<file path="config.mk">
export PLATFORM = sky130hd
export DESIGN_NAME = nf_tx_arbiter
export DESIGN_NICKNAME = d
export VERILOG_FILES = /design/src/rtl/nf_tx_pkg.sv /design/src/rtl/nf_tx_arbiter.sv
export SDC_FILE = /design/constraint.sdc
export NUM_CORES = 1
export LEC_CHECK = 0
export ABC_AREA = 1
export BUFFER_PORTS_ARGS = -buffer_cell sky130_fd_sc_hd__buf_2
export CAP_MARGIN = 40
export CORE_AREA = 2 2 116 118
export DETAILED_ROUTE_END_ITERATION = 12
export DIE_AREA = 0 0 118 120
export PLACE_DENSITY_LB_ADDON = 0.08
export SETUP_SLACK_MARGIN = 0.15
export SKIP_LAST_GASP = 1
export SLEW_MARGIN = 20
export SYNTH_ARGS = -nofsm -noshare
export SYNTH_HDL_FRONTEND = slang
export SYNTH_SLANG_ARGS = --single-unit
</file>
<file path="constraint.sdc">
create_clock -name clk156 -period 1.61 [get_ports clk156]
set_input_delay 0.2415 -clock clk156 [delete_from_list [all_inputs] [get_ports clk156]]
set_output_delay 0.2415 -clock clk156 [all_outputs]
set_load 0.005 [all_outputs]
</file>
<file path="src/rtl/nf_tx_pkg.sv">
// nf_tx_pkg: shared widths and types for the
// two-source 10G MAC TX arbiter.
package nf_tx_pkg;

  localparam int AXIS_DATA_W = 64;
  localparam int AXIS_KEEP_W = 8;
  localparam int CNT_W       = 32;
  localparam int GAP_W       = 8;

  typedef enum logic [1:0] {
    ST_IDLE,
    ST_SEND_A,
    ST_SEND_B,
    ST_GAP
  } tx_state_e;

  typedef enum logic {
    SRC_A,
    SRC_B
  } tx_src_e;

endpackage

</file>
<file path="src/rtl/nf_tx_arbiter.sv">
// nf_tx_arbiter: frame-granular round-robin share
// of the MAC TX stream between sources A and B.
module nf_tx_arbiter
  import nf_tx_pkg::*;
#(
  parameter int         IFG_CYCLES   = 0,
  parameter logic [7:0] TX_IFG_DELAY = 8'd0
) (
  input  logic                   clk156,
  input  logic                   reset,
  input  logic [AXIS_DATA_W-1:0] a_axis_tdata,
  input  logic [AXIS_KEEP_W-1:0] a_axis_tkeep,
  input  logic                   a_axis_tlast,
  input  logic                   a_axis_tvalid,
  output logic                   a_axis_tready,
  input  logic [AXIS_DATA_W-1:0] b_axis_tdata,
  input  logic [AXIS_KEEP_W-1:0] b_axis_tkeep,
  input  logic                   b_axis_tlast,
  input  logic                   b_axis_tvalid,
  output logic                   b_axis_tready,
  output logic [AXIS_DATA_W-1:0] s_axis_tx_tdata,
  output logic [AXIS_KEEP_W-1:0] s_axis_tx_tkeep,
  output logic                   s_axis_tx_tlast,
  output logic                   s_axis_tx_tvalid,
  input  logic                   s_axis_tx_tready,
  output logic [7:0]             tx_ifg_delay,
  output logic [CNT_W-1:0]       pkt_cnt_a,
  output logic [CNT_W-1:0]       pkt_cnt_b
);

  localparam logic [GAP_W-1:0] IFG_LD = GAP_W'(IFG_CYCLES);

  tx_state_e        state_q, state_d;
  tx_src_e          grant_q, grant_d;
  logic [GAP_W-1:0] gap_q, gap_d;
  logic [CNT_W-1:0] cnt_a_q, cnt_b_q;
  logic             done_a, done_b;

  // Next state, grant choice and the combinational data path.
  always_comb begin
    state_d          = state_q;
    grant_d          = grant_q;
    gap_d            = gap_q;
    s_axis_tx_tdata  = '0;
    s_axis_tx_tkeep  = '0;
    s_axis_tx_tlast  = 1'b0;
    s_axis_tx_tvalid = 1'b0;
    a_axis_tready    = 1'b0;
    b_axis_tready    = 1'b0;
    done_a           = 1'b0;
    done_b           = 1'b0;
    unique case (state_q)
      ST_IDLE: begin
        if (a_axis_tvalid &&
            (!b_axis_tvalid || grant_q == SRC_B)) begin
          state_d = ST_SEND_A;
          grant_d = SRC_A;
        end else if (b_axis_tvalid) begin
          state_d = ST_SEND_B;
          grant_d = SRC_B;
        end
      end
      ST_SEND_A: begin
        s_axis_tx_tdata  = a_axis_tdata;
        s_axis_tx_tkeep  = a_axis_tkeep;
        s_axis_tx_tlast  = a_axis_tlast;
        s_axis_tx_tvalid = a_axis_tvalid;
        a_axis_tready    = s_axis_tx_tready;
        done_a = a_axis_tvalid && s_axis_tx_tready
                 && a_axis_tlast;
      end
      ST_SEND_B: begin
        s_axis_tx_tdata  = b_axis_tdata;
        s_axis_tx_tkeep  = b_axis_tkeep;
        s_axis_tx_tlast  = b_axis_tlast;
        s_axis_tx_tvalid = b_axis_tvalid;
        b_axis_tready    = s_axis_tx_tready;
        done_b = b_axis_tvalid && s_axis_tx_tready
                 && b_axis_tlast;
      end
      ST_GAP: begin
        gap_d = gap_q - GAP_W'(1);
        if (gap_q <= GAP_W'(1)) begin
          state_d = ST_IDLE;
        end
      end
      default: state_d = ST_IDLE;
    endcase
    if (done_a || done_b) begin
      if (IFG_CYCLES == 0) begin
        state_d = ST_IDLE;
      end else begin
        state_d = ST_GAP;
        gap_d   = IFG_LD;
      end
    end
  end

  // Control flops and per-source frame counters.
  always_ff @(posedge clk156) begin
    if (reset) begin
      state_q <= ST_IDLE;
      grant_q <= SRC_B;
      gap_q   <= '0;
      cnt_a_q <= '0;
      cnt_b_q <= '0;
    end else begin
      state_q <= state_d;
      grant_q <= grant_d;
      gap_q   <= gap_d;
      if (done_a) begin
        cnt_a_q <= cnt_a_q + CNT_W'(1);
      end
      if (done_b) begin
        cnt_b_q <= cnt_b_q + CNT_W'(1);
      end
    end
  end

  assign tx_ifg_delay = TX_IFG_DELAY;
  assign pkt_cnt_a    = cnt_a_q;
  assign pkt_cnt_b    = cnt_b_q;

endmodule

</file>
==> metrics.md, run 1 <==
| Metric | Value |
|---|---|
| Final instance area | between 0.008 and 0.009 mm² |
| Yosys top cell area share | between 20 and 30% |
| Final setup violation count | roughly 110 |
| Fin nets | approximately 1,400 |
| Lkg Pwr | between 4 and 5 nW |
| RSZ-0062 raised after global routing | yes |
| Max cap viols | 0 |
| Most numerous cell in the Yosys netlist | nand2_1 |
| Failing checks | negative setup slack |
| Max H-tree Level | 3 |
| Multi-input combinational cell area | ~0.0039 mm² |
| Crit Path Max Fanout | 7 |
| Ys flop type | dfxtp_1 |
| DIE WIDTH | roughly 120 µm |
| Hold slack | 232 ps |
| Worst vdd ir | 689 µV |
| Final setup margin | -326 ps |
| DRC Markers | 0 |
| Max-slew headroom | between 60% and 70% |
| Logic pwr share | around three fifths |
| DR pass1 iterations | 5 |
| Largest net degree at the start of global routing | 42 |
| R2r setup slk | -170 ps |
| Worst Setup EP | s_axis_tx_tdata[0] |
| Total Wirelength | between 20,000 and 25,000 µm |
| Synthesized area per cell | 5.86 µm² |
| Routability cong. | approximately 0.94 |
| Initial DRC Count | 603 |
| Minimum clock period | approximately 1900 ps |
| Synth cell count leaders | nand2_1, a21oi_1, nor2_1 |
| Buffers added on ports | 290 |
| Die area | around 0.014 mm² |
| Wire per inst | 16.9 µm |
| Post-synthesis sequential area ratio | between 20% and 30% |
| Final Skew | 6.04 ps |
| Yosys cell types | 37 |
| Clk buf depth | 2 |
| Fill count | 1,160 |
| Pwr/cell area | 1140 mW/mm² |
| Final Slew Violations | 0 |
| Int Power | around 0.0057 W |
| Clock Sink Count | 75 |
| Yosys reg bits | 75 |
| Area Overhead vs Synth | 68.7% |
| Mapped Area | just over 0.005 mm² |
| NetSw | about 0.0042 W |
| Die H | 120 µm |
| Arr. time, crit path | 1690 ps |
| Placed cell area | ~0.0071 mm² |
| Synth area leader | dfxtp_1 |
| Status | finished with violations |
| Worst r2r src | state_q[0] |
| Row cnt | 42 |
| Synth warnings | 0 |
| Core area | about 0.013 mm² |
| CTS buffer count | 9 |
| Final Hold Violating Endpoints | 0 |
| Clock power frac | a little under a fifth |
| Initial antenna violation count | 0 |
| Period utilisation layout | 120% |
| DP HPWL | about 17,000 µm |
| Gr ovfl total | 0 |
| Via count | about 7,300 |
| Ant diodes | 0 |
| Worst Tran Pin Value | approximately 500 ps |
| Number of global-route vias before repair | roughly 6,500 |
| Clk pin slew, worst setup/hold paths | around 60 ps |
| GRT Total Usage | a little under a third |
| R2r worst-path depth | 9 |
| FMAX | slightly above 500 MHz |
| Net Sw Frac | roughly 42% |
| CP endpoint kind | output port |
| Global-route wire length before repair | between 30,000 and 40,000 µm |
| Crit path launch | state_q[0] |
| CP Class | register to output port |
| # IOs | between 200 and 300 |
| WP data required | 1370 ps |
| Clock root buffer | clkbuf_16 |
| Hold WC Path Type | input port to register |
| Critical path launch point type | register |
| Via/cell ratio | between 5 and 6 |
| Worst reg2reg path endpoint | pkt_cnt_a[9] |
| Clock Latency Late Sink | ~340 ps |
| Register share of total power | around 20% |
| Share of layout cells above drive strength 1 | a little over two fifths |
| Top post-synthesis cells by area | dfxtp_1, nand2_1, a21oi_1 |
| Post-synth EDFFs | 0 |
| Cells after Synth | about 880 |
| Initial core utilization | approximately 40% |
| Post-synth ARST share | 0% |
| CTS tree | yes |
| Post-DRT Antenna Nets | 0 |
| FF+latch area | around 0.0015 mm² |
worst min path at each step:
stage	slack (ps)	cells after the start	from	endpoint
floorplan	410	3	reset	state_q[1]
global placement	460	2	grant_q	grant_q
detailed placement	470	2	gap_q[2]	gap_q[2]
CTS	240	4	reset	state_q[1]
global route	260	4	reset	state_q[0]
finish	230	4	reset	state_q[1]
placed cells by master, fill, tap and decap left out, types with 7 or more instances in the layout:
master and instances:
buf_6 26, conb_1 8, a21oi_2 41, nor2_2 10, a21oi_1 56, nor2_4 15, nand2_2 22, nand4_1 23
o21ai_0 9, buf_12 7, nand2_1 269, o21ai_1 11, a21oi_4 17, nand3_2 13, buf_2 286, nor3_1 13
nor2_1 95, nand3_1 31, dfxtp_1 71, buf_4 46, inv_1 87, o21a_1 7, clkbuf_16 12
area by class of cell:
class                   count  area share [%]
clock inverters             2           0.143
well taps                 176            2.52
inverters                  93            4.17
multi-input cells         682            44.7
flip-flops and latches     75            17.3
clock buffers              12            2.94
repair buffers            375            28.2
stage by stage:
stage / TNS, ps / power (W) / cells / utilization, % / worst slack [ps]
6_report: -21850 / 0.00991 / 1415 / 67.3 / -326
5_1_grt: -29320 / 0.0104 / 1415 / 67.3 / -360
4_1_cts: -18330 / 0.00888 / 1396 / 62.1 / -296
3_5_place_dp: -913 / 0.00549 / 1367 / 55.0 / -154
3_3_place_gp: -546 / 0.00549 / 1367 / 55.0 / -160
2_1_floorplan: 0 / 0.00393 / 890 / - / 86.3
worst max-delay path: stages (launching register included):
cell and delay [ps]:
dfxtp_2 340, inv_2 60, buf_6 120, ha_4 300, inv_12 70, buf_12 150
a21oi_4 170, buf_2 150
metal layers:
layer | vias up | global-route usage (%) | part of all wire (%)
li1 | 3528 | - | -
met1 | 3379 | 40.5 | 41
met2 | 353 | 50.1 | 47
met3 | 65 | 7.60 | 8.4
met4 | 0 | 10.9 | 3.3
met5 | - | 0 | 0
sequential cells by signal, indices dropped and copies added (netlist names):
signal and flops:
pkt_cnt_a 32, state_q 2, grant_q 1, pkt_cnt_b 32
gap_q 8
what timing repair did:
action,4_1_cts,5_1_grt
endpoints found under the setup margin,132,142
cloned,8,5
pin swaps,10,24
hold buffers,0,0
gates resized for setup,100,127
buffers inserted,7,14
power by group through the flow:
stage          Sequential [W]  Clock, W  Combinational, W
2_1_floorplan         0.00201         0           0.00191
3_3_place_gp          0.00202         0           0.00347
3_5_place_dp          0.00202         0           0.00347
4_1_cts               0.00200   0.00191           0.00497
5_1_grt               0.00202   0.00199           0.00635
6_report              0.00201   0.00189           0.00601
kinds of logic after synthesis:
family	count (synthesis)	share of synthesized area, %
AOI/OAI and AO/OA	149	14.9
xor gates and xnor gates	4	0.677
adders and majority gates	8	1.93
buffers and inverters	134	10.5
DFF	75	29.0
other	1	0.0725
and+or+nand+nor	512	42.9
Power figures use the tool's default switching activity.
==> run 2, diff against run 1 <==
--- a/config.mk
+++ b/config.mk
@@ -9,6 +9,7 @@
 export BUFFER_PORTS_ARGS = -buffer_cell sky130_fd_sc_hd__buf_2
 export CAP_MARGIN = 40
 export CORE_AREA = 2 2 116 118
+export CTS_BUF_LIST = sky130_fd_sc_hd__clkbuf_8
 export DETAILED_ROUTE_END_ITERATION = 12
 export DIE_AREA = 0 0 118 120
 export PLACE_DENSITY_LB_ADDON = 0.08
==> run 2 against run 1 <==
  * The flow still finishes with violations (negative setup slack)
  * Total power down 6.3%
  * Critical path type unchanged
  * Non-clock buffer count is 7 higher
  * Utilization increased by 0.12 points
  * Register-to-register slack about the same
  * Sequential share of layout area is essentially flat
  * Largest power group unchanged
==> metrics.md, run 2 (synthesis gave the netlist of run 1 again) <==
| Metric | Value |
|---|---|
| Worst reg2reg path endpoint | pkt_cnt_a[9] (unchanged) |
| Global-route wire length before repair | 34,400 µm (was 34,900 µm) |
| NetSw | 0.00400 W (was 0.00418 W) |
| Die area | 0.0142 mm² (unchanged) |
| Clk pin slew, worst setup/hold paths | 70 ps (was 60 ps) |
| Register share of total power | 21.6% (was 20.3%) |
| R2r setup slk | -160 ps (was -170 ps) |
| Net Sw Frac | 43.0% (was 42.2%) |
| Final core utilization | 67.4% (was 67.3%) |
| Core area | 0.0130 mm² (unchanged) |
| Placed cell area | 0.00714 mm² (unchanged) |
| Final setup violation count | 118 (was 106) |
| Fin nets | 1,402 (was 1,395) |
| Share of layout cells above drive strength 1 | 44.2% (was 44.0%) |
| Ant diodes | 0 (unchanged) |
| Wire per inst | 16.7 µm (was 16.9 µm) |
| Arr. time, crit path | 1690 ps (about the same) |
| WP data required | 1370 ps (about the same) |
| Final Skew | 10.8 ps (was 6.04 ps) |
| DRC Markers | 0 (unchanged) |
| CTS buffer count | 9 (unchanged) |
| Overall Power | 0.00929 W (was 0.00991 W) |
| CP endpoint kind | output port (unchanged) |
| Initial DRC Count | 703 (was 603) |
| # IOs | 299 (unchanged) |
| RSZ-0062 raised after global routing | yes (unchanged) |
| Hold Path Depth | 4 (unchanged) |
| Gr ovfl total | 0 (unchanged) |
| DIE WIDTH | 118 µm (unchanged) |
| Final Slew Violations | 0 (unchanged) |
| Clk buf depth | 2 (unchanged) |
| Lkg Pwr | 4.14 nW (was 4.09 nW) |
| Dpl ws | -154 ps (unchanged) |
| Setup TNS | -22,590 ps (was -21,850 ps) |
| Routability cong. | 0.939 (unchanged) |
| Status | finished with violations (unchanged) |
| Worst Hold End | state_q[1] (unchanged) |
| Row cnt | 42 (unchanged) |
| Critical path launch point type | register (unchanged) |
| Crit Path Max Fanout | 7 (unchanged) |
| Buffers added on ports | 290 (unchanged) |
| Max cap viols | 0 (unchanged) |
| Die H | 120 µm (unchanged) |
| Period utilisation layout | 120% (about the same) |
| Final setup margin | -319 ps (was -326 ps) |
| R2r worst-path depth | 9 (unchanged) |
| Worst vdd ir | 550 µV (was 689 µV) |
| GRT Total Usage | 30.5% (was 31.1%) |
| Minimum clock period | 1930 ps (was 1940 ps) |
| CTS tree | yes (unchanged) |
| Area Overhead vs Synth | 69.0% (was 68.7%) |
| Final instance area | 0.00875 mm² (was 0.00873 mm²) |
| Clock power frac | 14.4% (was 19.0%) |
| Commonest cells after routing, fill and taps aside | buf_2, nand2_1, nor2_1, inv_1, dfxtp_1 (unchanged) |
| DR pass1 iterations | 5 (unchanged) |
| Hold_sp | reset (unchanged) |
| Int Power | 0.00529 W (was 0.00573 W) |
| Via/cell ratio | 5.17 (was 5.18) |
| DP HPWL | 16,900 µm (unchanged) |
| Initial core utilization | 39.9% (unchanged) |
| Failing checks | negative setup slack (unchanged) |
| Clock root buffer | clkbuf_8 (was clkbuf_16) |
| FMAX | 518 MHz (was 516 MHz) |
| Number of global-route vias before repair | 6,456 (was 6,479) |
| Logic pwr share | 64.0% (was 60.7%) |
| Hold WC Path Type | input port to register (unchanged) |
| Largest net degree at the start of global routing | 32 (was 42) |
| Pwr/cell area | 1060 mW/mm² (was 1140 mW/mm²) |
| Post-DRT Antenna Nets | 0 (unchanged) |
| Final Hold Violating Endpoints | 0 (unchanged) |
| Total Wirelength | 23,800 µm (was 23,900 µm) |
| Clock Sink Count | 75 (unchanged) |
| Clock Latency Late Sink | 360 ps (was 340 ps) |
| Via count | 7,351 (was 7,325) |
| Most common cell after layout, fill and taps aside | buf_2 (unchanged) |
| Initial antenna violation count | 1 (was 0) |
| CP Class | register to output port (unchanged) |
| Max H-tree Level | 3 (unchanged) |
| Worst r2r src | state_q[0] (unchanged) |
run 2: repair_timing:
action	CTS	global route
cloned	7	6
endpoints found under the setup margin	132	144
pin swaps	18	46
hold buffers	0	0
gates resized for setup	99	133
setup buffers	14	14
run 2: worst max-delay path by stage:
stage	depth (start not counted)	start	slack, ps	endpoint
6_report	7	state_q[0]	-320	s_axis_tx_tdata[13]
5_1_grt	7	state_q[0]	-380	s_axis_tx_tdata[17]
4_1_cts	6	state_q[1]	-300	s_axis_tx_tdata[13]
3_5_place_dp	7	state_q[0]	-150	s_axis_tx_tdata[0]
3_3_place_gp	7	state_q[0]	-160	s_axis_tx_tdata[0]
2_1_floorplan	6	state_q[1]	90	s_axis_tx_tdata[0]
run 2: final cells by class:
| type | count | area (µm²) |
|---|---|---|
| fill | 1163 | 4230 |
| multi-input combinational | 682 | 3900 |
| timing repair buffer | 382 | 2590 |
| sequential | 75 | 1510 |
| inverter | 93 | 364 |
| tap | 176 | 220 |
| clock buffer | 11 | 151 |
| clock inverter | 3 | 16.3 |
run 2: stage by stage:
step                cells  hold slack, ps
floorplan             890             412
global placement     1367             455
detailed placement   1367             469
CTS                  1402             211
global route         1422             253
finish               1422             216
run 2: worst max-delay path, stage by stage (launching register included):
cell and delay, ps:
dfxtp_2 340, inv_2 50, buf_6 120, ha_4 290, inv_8 80, buf_12 150
a21oi_1 140, buf_2 180
run 2: metal layers:
layer	global-route usage (%)	share of wire, %	vias to the layer above
li1	-	-	3547
met5	0	0.055	-
met3	6.75	9.4	61
met4	8.81	2.9	2
met1	40.3	41	3365
met2	50.0	47	376
run 2: power by group through the flow:
stage | registers (W) | clock network (W) | logic (W)
final | 0.00201 | 0.00134 | 0.00594
after global routing | 0.00202 | 0.00143 | 0.00628
after CTS | 0.00199 | 0.00136 | 0.00478
after detailed placement | 0.00202 | 0 | 0.00347
after global placement | 0.00202 | 0 | 0.00347
after floorplan | 0.00201 | 0 | 0.00191
